File: src/rtl/decode_issue_stage.sv
// Decode/issue stage: decodes one RV32 instruction per cycle, resolves operands through
// a priority-ordered bypass network and issues into a single ALU/MUL output register.
// Latency 1 cycle; stalls fetch on MUL RAW hazards and while the output register is blocked.
module decode_issue_stage #(
  parameter int DATA_WIDTH     = 32,
  parameter int ADDR_WIDTH     = 32,
  parameter int REGISTER_WIDTH = 5,
  parameter int NUM_BYPASS     = 2,
  localparam int NUM_REGS      = 2 ** REGISTER_WIDTH
) (
  input  logic                                 clk_i,
  input  logic                                 rst_i,
  input  logic                                 valid_i,
  input  logic                                 flush_i,
  input  logic [ADDR_WIDTH-1:0]                pc_i,
  input  logic [31:0]                          instr_i,
  input  logic [DATA_WIDTH-1:0]                rs1_data_i,
  input  logic [DATA_WIDTH-1:0]                rs2_data_i,
  input  logic [NUM_BYPASS-1:0]                byp_valid_i,
  input  logic [NUM_BYPASS*REGISTER_WIDTH-1:0] byp_reg_i,
  input  logic [NUM_BYPASS*DATA_WIDTH-1:0]     byp_data_i,
  input  logic                                 mul_wb_i,
  input  logic [REGISTER_WIDTH-1:0]            mul_wb_reg_i,
  input  logic                                 alu_ready_i,
  input  logic                                 mul_ready_i,
  output logic                                 stall_o,
  output logic [REGISTER_WIDTH-1:0]            rs1_o,
  output logic [REGISTER_WIDTH-1:0]            rs2_o,
  output logic                                 alu_valid_o,
  output logic                                 mul_valid_o,
  output logic [ADDR_WIDTH-1:0]                pc_o,
  output logic [31:0]                          instr_o,
  output logic [REGISTER_WIDTH-1:0]            rd_o,
  output logic [DATA_WIDTH-1:0]                op1_o,
  output logic [DATA_WIDTH-1:0]                op2_o,
  output logic [DATA_WIDTH-1:0]                imm_o,
  output logic [NUM_REGS-1:0]                  sb_busy_o
);

  // RV32 major opcodes
  localparam logic [6:0] OP_LUI    = 7'b0110111;
  localparam logic [6:0] OP_AUIPC  = 7'b0010111;
  localparam logic [6:0] OP_JAL    = 7'b1101111;
  localparam logic [6:0] OP_JALR   = 7'b1100111;
  localparam logic [6:0] OP_BRANCH = 7'b1100011;
  localparam logic [6:0] OP_LOAD   = 7'b0000011;
  localparam logic [6:0] OP_STORE  = 7'b0100011;
  localparam logic [6:0] OP_IMM    = 7'b0010011;
  localparam logic [6:0] OP_REG    = 7'b0110011;

  // Decode fields
  logic [6:0]                opcode;
  logic [2:0]                funct3;
  logic [6:0]                funct7;
  logic [REGISTER_WIDTH-1:0] rs1_idx;
  logic [REGISTER_WIDTH-1:0] rs2_idx;
  logic [REGISTER_WIDTH-1:0] rd_idx;

  // Control
  logic is_mul;
  logic rs1_used;
  logic rs2_used;
  logic rs1_hazard;
  logic rs2_hazard;
  logic out_free;
  logic stall;
  logic accept;

  // Datapath
  logic [31:0]           imm32;
  logic [DATA_WIDTH-1:0] imm_ext;
  logic [DATA_WIDTH-1:0] op1_res;
  logic [DATA_WIDTH-1:0] op2_res;

  // Registered state
  logic                      alu_valid_q, alu_valid_d;
  logic                      mul_valid_q, mul_valid_d;
  logic [ADDR_WIDTH-1:0]     pc_q,        pc_d;
  logic [31:0]               instr_q,     instr_d;
  logic [REGISTER_WIDTH-1:0] rd_q,        rd_d;
  logic [DATA_WIDTH-1:0]     op1_q,       op1_d;
  logic [DATA_WIDTH-1:0]     op2_q,       op2_d;
  logic [DATA_WIDTH-1:0]     imm_q,       imm_d;
  logic [NUM_REGS-1:0]       sb_q,        sb_d;

  assign opcode  = instr_i[6:0];
  assign funct3  = instr_i[14:12];
  assign funct7  = instr_i[31:25];
  assign rs1_idx = instr_i[19:15];
  assign rs2_idx = instr_i[24:20];
  assign rd_idx  = instr_i[11:7];

  // Instruction class and which source registers are actually read
  always_comb begin
    is_mul   = (opcode == OP_REG) && (funct3 == 3'b000) && (funct7 == 7'b0000001);
    rs1_used = !((opcode == OP_LUI) || (opcode == OP_AUIPC) || (opcode == OP_JAL));
    rs2_used = (opcode == OP_REG) || (opcode == OP_STORE) || (opcode == OP_BRANCH);
  end

  // Immediate generation; B/J offsets have an implicit zero LSB
  always_comb begin
    imm32 = 32'd0;
    case (opcode)
      OP_LOAD, OP_IMM, OP_JALR:
        imm32 = {{20{instr_i[31]}}, instr_i[31:20]};
      OP_STORE:
        imm32 = {{20{instr_i[31]}}, instr_i[31:25], instr_i[11:7]};
      OP_BRANCH:
        imm32 = {{19{instr_i[31]}}, instr_i[31], instr_i[7], instr_i[30:25],
                 instr_i[11:8], 1'b0};
      OP_JAL:
        imm32 = {{11{instr_i[31]}}, instr_i[31], instr_i[19:12], instr_i[20],
                 instr_i[30:21], 1'b0};
      OP_LUI, OP_AUIPC:
        imm32 = {instr_i[31:12], 12'd0};
      default:
        imm32 = 32'd0;
    endcase
    imm_ext = DATA_WIDTH'($signed(imm32));
  end

  // Operand resolution: walk from the oldest source down so the youngest match wins
  always_comb begin
    op1_res = rs1_data_i;
    op2_res = rs2_data_i;
    for (int k = NUM_BYPASS - 1; k >= 0; k--) begin
      if (byp_valid_i[k] && (byp_reg_i[k*REGISTER_WIDTH +: REGISTER_WIDTH] == rs1_idx)) begin
        op1_res = byp_data_i[k*DATA_WIDTH +: DATA_WIDTH];
      end
      if (byp_valid_i[k] && (byp_reg_i[k*REGISTER_WIDTH +: REGISTER_WIDTH] == rs2_idx)) begin
        op2_res = byp_data_i[k*DATA_WIDTH +: DATA_WIDTH];
      end
    end
    if (rs1_idx == '0) begin
      op1_res = '0;
    end
    if (rs2_idx == '0) begin
      op2_res = '0;
    end
  end

  // RAW hazard against pending MUL results; a same-cycle write-back releases the register
  always_comb begin
    rs1_hazard = rs1_used && (rs1_idx != '0) && sb_q[rs1_idx] &&
                 !(mul_wb_i && (mul_wb_reg_i == rs1_idx));
    rs2_hazard = rs2_used && (rs2_idx != '0) && sb_q[rs2_idx] &&
                 !(mul_wb_i && (mul_wb_reg_i == rs2_idx));
  end

  // Handshake: the output register can take a new op only once its current one is consumed
  always_comb begin
    out_free = (!alu_valid_q || alu_ready_i) && (!mul_valid_q || mul_ready_i);
    stall    = valid_i && !flush_i && (rs1_hazard || rs2_hazard || !out_free);
    accept   = valid_i && !flush_i && !stall;
  end

  // Issue register next-state: load on accept, drain when free, otherwise hold
  always_comb begin
    alu_valid_d = alu_valid_q;
    mul_valid_d = mul_valid_q;
    pc_d        = pc_q;
    instr_d     = instr_q;
    rd_d        = rd_q;
    op1_d       = op1_q;
    op2_d       = op2_q;
    imm_d       = imm_q;
    if (accept) begin
      alu_valid_d = !is_mul;
      mul_valid_d = is_mul;
      pc_d        = pc_i;
      instr_d     = instr_i;
      rd_d        = rd_idx;
      op1_d       = op1_res;
      op2_d       = op2_res;
      imm_d       = imm_ext;
    end else if (out_free) begin
      alu_valid_d = 1'b0;
      mul_valid_d = 1'b0;
    end
  end

  // Scoreboard next-state: clear on write-back first so a same-cycle set takes priority
  always_comb begin
    sb_d = sb_q;
    if (mul_wb_i) begin
      sb_d[mul_wb_reg_i] = 1'b0;
    end
    if (accept && is_mul && (rd_idx != '0)) begin
      sb_d[rd_idx] = 1'b1;
    end
    sb_d[0] = 1'b0;
  end

  // State registers with asynchronous active-low reset
  always_ff @(posedge clk_i or negedge rst_i) begin
    if (!rst_i) begin
      alu_valid_q <= 1'b0;
      mul_valid_q <= 1'b0;
      pc_q        <= '0;
      instr_q     <= '0;
      rd_q        <= '0;
      op1_q       <= '0;
      op2_q       <= '0;
      imm_q       <= '0;
      sb_q        <= '0;
    end else begin
      alu_valid_q <= alu_valid_d;
      mul_valid_q <= mul_valid_d;
      pc_q        <= pc_d;
      instr_q     <= instr_d;
      rd_q        <= rd_d;
      op1_q       <= op1_d;
      op2_q       <= op2_d;
      imm_q       <= imm_d;
      sb_q        <= sb_d;
    end
  end

  assign stall_o     = stall;
  assign rs1_o       = rs1_idx;
  assign rs2_o       = rs2_idx;
  assign alu_valid_o = alu_valid_q;
  assign mul_valid_o = mul_valid_q;
  assign pc_o        = pc_q;
  assign instr_o     = instr_q;
  assign rd_o        = rd_q;
  assign op1_o       = op1_q;
  assign op2_o       = op2_q;
  assign imm_o       = imm_q;
  assign sb_busy_o   = sb_q;

endmodule

File: config.mk
export PLATFORM = sky130hd
export DESIGN_NAME = decode_issue_stage
export DESIGN_NICKNAME = d
export VERILOG_FILES = /design/src/rtl/decode_issue_stage.sv
export SDC_FILE = /design/constraint.sdc
export NUM_CORES = 1
export LEC_CHECK = 0
export CORE_MARGIN = 5
export CORE_UTILIZATION = 35
export DETAILED_ROUTE_END_ITERATION = 10
export PLACE_DENSITY = 0.71
export REMOVE_ABC_BUFFERS = 1
export SETUP_SLACK_MARGIN = 0.1
export SLEW_MARGIN = 20
export SYNTH_ARGS = -nofsm -noshare
export SYNTH_HDL_FRONTEND = slang
export SYNTH_SLANG_ARGS = --single-unit
File: constraint.sdc
create_clock -name clk_i -period 8.5 [get_ports clk_i]
set_clock_uncertainty 0.05 [all_clocks]
set_input_delay 1.275 -clock clk_i [delete_from_list [all_inputs] [get_ports clk_i]]
set_output_delay 1.275 -clock clk_i [all_outputs]
set_load 0.005 [all_outputs]
==> results.sh <==
export IMPL_placed_area_um2=14900
export IMPL_post_cts_resized=0
export IMPL_critPathSlowestCell="clkdlybuf4s50_1"
export IMPL_dr_pass1_iters=7
export IMPL_grt_total_usage=0.2167
export IMPL_pwr_share_comb=0.283
export IMPL_pwr_share_seq=0.413
export IMPL_slew_headroom=0.3320
export IMPL_clkPwrFrac=0.304
export IMPL_final_common_cell="clkdlybuf4s50_1"
export IMPL_slew_viol_final=0
export IMPL_num_vias=9018
export IMPL_io_buffer_count=424
export IMPL_die_height_um=183.4
export IMPL_cp_startpoint="instr_i[21]"
export IMPL_hold_start="pc_o[2]$_DFFE_PN0P_"
export IMPL_ys_seq_area_frac=0.4587
export IMPL_die_w_um=183.4
export IMPL_rrSetupSlack_ps=4840
export IMPL_setup_violations=0
export IMPL_worst_pin_slew_ps=998.8
export IMPL_synthToLayoutAreaGrowth_pct=47.38
export IMPL_grt_use_met1=0.2646
export IMPL_synth_flop_cell="dfrtp_1"
export IMPL_period_share=0.6966
export IMPL_syn_inst=924
export IMPL_whs_path_depth=1
export IMPL_hp_class="register to register"
export IMPL_leakagePower_uw=0.005978
export IMPL_ir_drop_v=0.0001071
export IMPL_setup_tns_ps=0
export IMPL_ys_ff_latch=193
export IMPL_status="finished, final reports clean"
export IMPL_syn_area_um2=10530
export IMPL_critPathMaxStageDelay_ps=1130
export IMPL_place_congestion=0.8892
export IMPL_critPathCaptureType="output port"
export IMPL_synth_top_cells_by_area="dfrtp_1 (46%), mux2_2 (15%), mux2i_1 (8.7%), a211oi_1 (4.6%), nor2_1 (2.6%)"
export IMPL_startpoint_type="primary input"
export IMPL_ys_types=50
export IMPL_worstHoldEndpoint="pc_o[2]$_DFFE_PN0P_"
export IMPL_grt_pass1_wl_mm=56.61
export IMPL_drive_gt1_frac=0.1698
export IMPL_switching_share=0.2698
export IMPL_clkTransAtPathRegs_ps=70
export IMPL_cp_max_fo=17
export IMPL_p_int_uw=2028
export IMPL_cts_root_buffer="clkbuf_16"
export IMPL_timing_rr_start="sb_busy_o[7]$_DFF_PN0_"
export IMPL_clock_path_buffers=2
export IMPL_core_um2=29640
export IMPL_num_rows=63
export IMPL_drc=0
export IMPL_via_per_inst=5.342
export IMPL_hold_buffers=0
export IMPL_clk_latency_ps=430
export IMPL_synth_top_area_share=0.4587
export IMPL_fmax_mhz=168.9
export IMPL_fin_crit_ps=5921
export IMPL_rsz0062_at_grt="false"
export IMPL_path_cells="clkdlybuf4s50_1, mux4_2, a2111o_1, a22oi_2, nor4_1, nor3_1, nor2_1, clkdlybuf4s50_1"
export IMPL_grt_pass1_vias=9350
export IMPL_layout_common_cells="clkdlybuf4s50_1 (423), dfrtp_1 (193), mux2_2 (140)"
export IMPL_grt_max_degree=71
export IMPL_synth_edf_count=0
export IMPL_wl_per_cell_um=22.62
export IMPL_powerDensity_nw_per_um2=178.9
export IMPL_grt_use_met3=0.05679
export IMPL_grt_overflow_total=0
export IMPL_top_usage_layer="met2"
export IMPL_htree_levels=4
export IMPL_stdcell_area_um2=15520
export IMPL_wl_mm=38.19
export IMPL_ant_nets=0
export IMPL_async_reset_ff_frac=1.000
export IMPL_die_area_um2=33650
export IMPL_finalHoldViolCount=0
export IMPL_cts_tree="done"
export IMPL_final_nets=1500
export IMPL_power_uw=2777
export IMPL_crit_top_cell="clkdlybuf4s50_1"
export IMPL_hpwl_mm=28.00
export IMPL_antenna_found_initial=2
export IMPL_worstPathArrival_ps=4600
export IMPL_p_switching_uw=749.1
export IMPL_hold_slack_ps=458.4
export IMPL_drv_cap=0
export IMPL_grt_use_met2=0.3699
export IMPL_drt_initial_drc_count=562
export IMPL_cts_buffers=17
export IMPL_avgSynthCellArea_um2=11.39
export IMPL_r2r_end="pc_o[15]$_DFFE_PN0P_"
export IMPL_start_util=0.3552
export IMPL_r2r_cells=8
export IMPL_cts_num_sinks=193
export IMPL_io_pins=426
export IMPL_synth_top_cell_by_area="dfrtp_1"
export IMPL_setup_worst_path_class="primary input to output port"
export IMPL_required_ps=7170
export IMPL_cts_setup_buffers=0
export IMPL_yosysWarningCount=0
==> cell type report <==
cell class	count	area, um^2
repair buffers	436	4338
fillers	2646	14120
well taps	390	488.0
clock inverters	13	170.2
diodes	2	5.005
flip-flops and latches	193	4830
inverters	28	105.1
multi-input cells	608	5142
clock buffers	18	439.2
==> power groups by stage <==
stage	clock network (uW)	registers, uW	logic [uW]
global placement	0	1160	785
floorplan	0	1170	250
global route	913	1160	836
detailed placement	0	1160	794
finish	845	1150	786
CTS	871	1150	797
==> cell families (layout without fill, tap and decap cells) <==
family          count (synthesis)  after routing  synth area share
mux                           244            244            0.2629
xor+xnor                       30             30           0.02496
compound gates                174            174            0.1205
other cells                     1              3         0.0003562
simple gates                  159            159           0.07629
buf+inv                       123            495           0.05633
flops                         193            193            0.4587
==> flip-flops by register name, indices dropped and copies added, names as in the netlist <==
register and flops:
instr_o 32, op2_o 32, pc_o 32, mul_valid_o 1
op1_o 32, alu_valid_o 1, imm_o 32, sb_busy_o 31
==> worst max-delay path, delay by kind of cell <==
family                 cells  cell delay, ps
AOI/OAI and AO/OA          2             550
buffers and inverters      2            1590
muxes                      1             610
and+or+nand+nor            3             570
==> worst max-delay path by stage <==
| stage | slack [ps] | cells past startpoint | end |
|---|---|---|---|
| finish | 2580 | 8 | stall_o |
| detailed placement | 2570 | 8 | stall_o |
| global placement | 2610 | 8 | stall_o |
| global route | 2470 | 8 | stall_o |
| floorplan | -10040 | 6 | imm_o[0]$_DFFE_PN0P_ |
| CTS | 2600 | 8 | stall_o |
==> stage by stage <==
step / instances / util / setup WS [ps]
finish: 1688 / 0.5236 / 2579
CTS: 1686 / 0.5234 / 2597
global route: 1688 / 0.5236 / 2469
detailed placement: 1655 / 0.5028 / 2573
global placement: 1655 / 0.5027 / 2609
floorplan: 829 / - / -10040
==> layer usage <==
layer  wire length, um  up-vias
met2             18990      402
met4              1090        0
met5                 0        -
met1             15150     4456
met3              2953       49
li1                  -     4111
==> Yosys cell counts (all sizes together) (2+ instances only) <==
cell / instances
dfrtp: 193
mux2: 140
mux2i: 92
nor2: 73
a211oi: 65
buf: 53
clkbuf: 42
o21ai: 35
o41ai: 32
inv: 28
xor2: 24
a21oi: 22
nand2: 16
mux4: 12
nor4: 10
nand3b: 9
nand3: 8
a22o: 6
nand2b: 6
xnor2: 6
nor2b: 5
or3b: 5
nor3: 4
or2: 4
and2: 3
and3: 3
nand4b: 3
o22ai: 3
or4: 3
a22oi: 2
nand4: 2
nor4bb: 2
or3: 2
No activity file was read; power rests on OpenSTA's default activity.
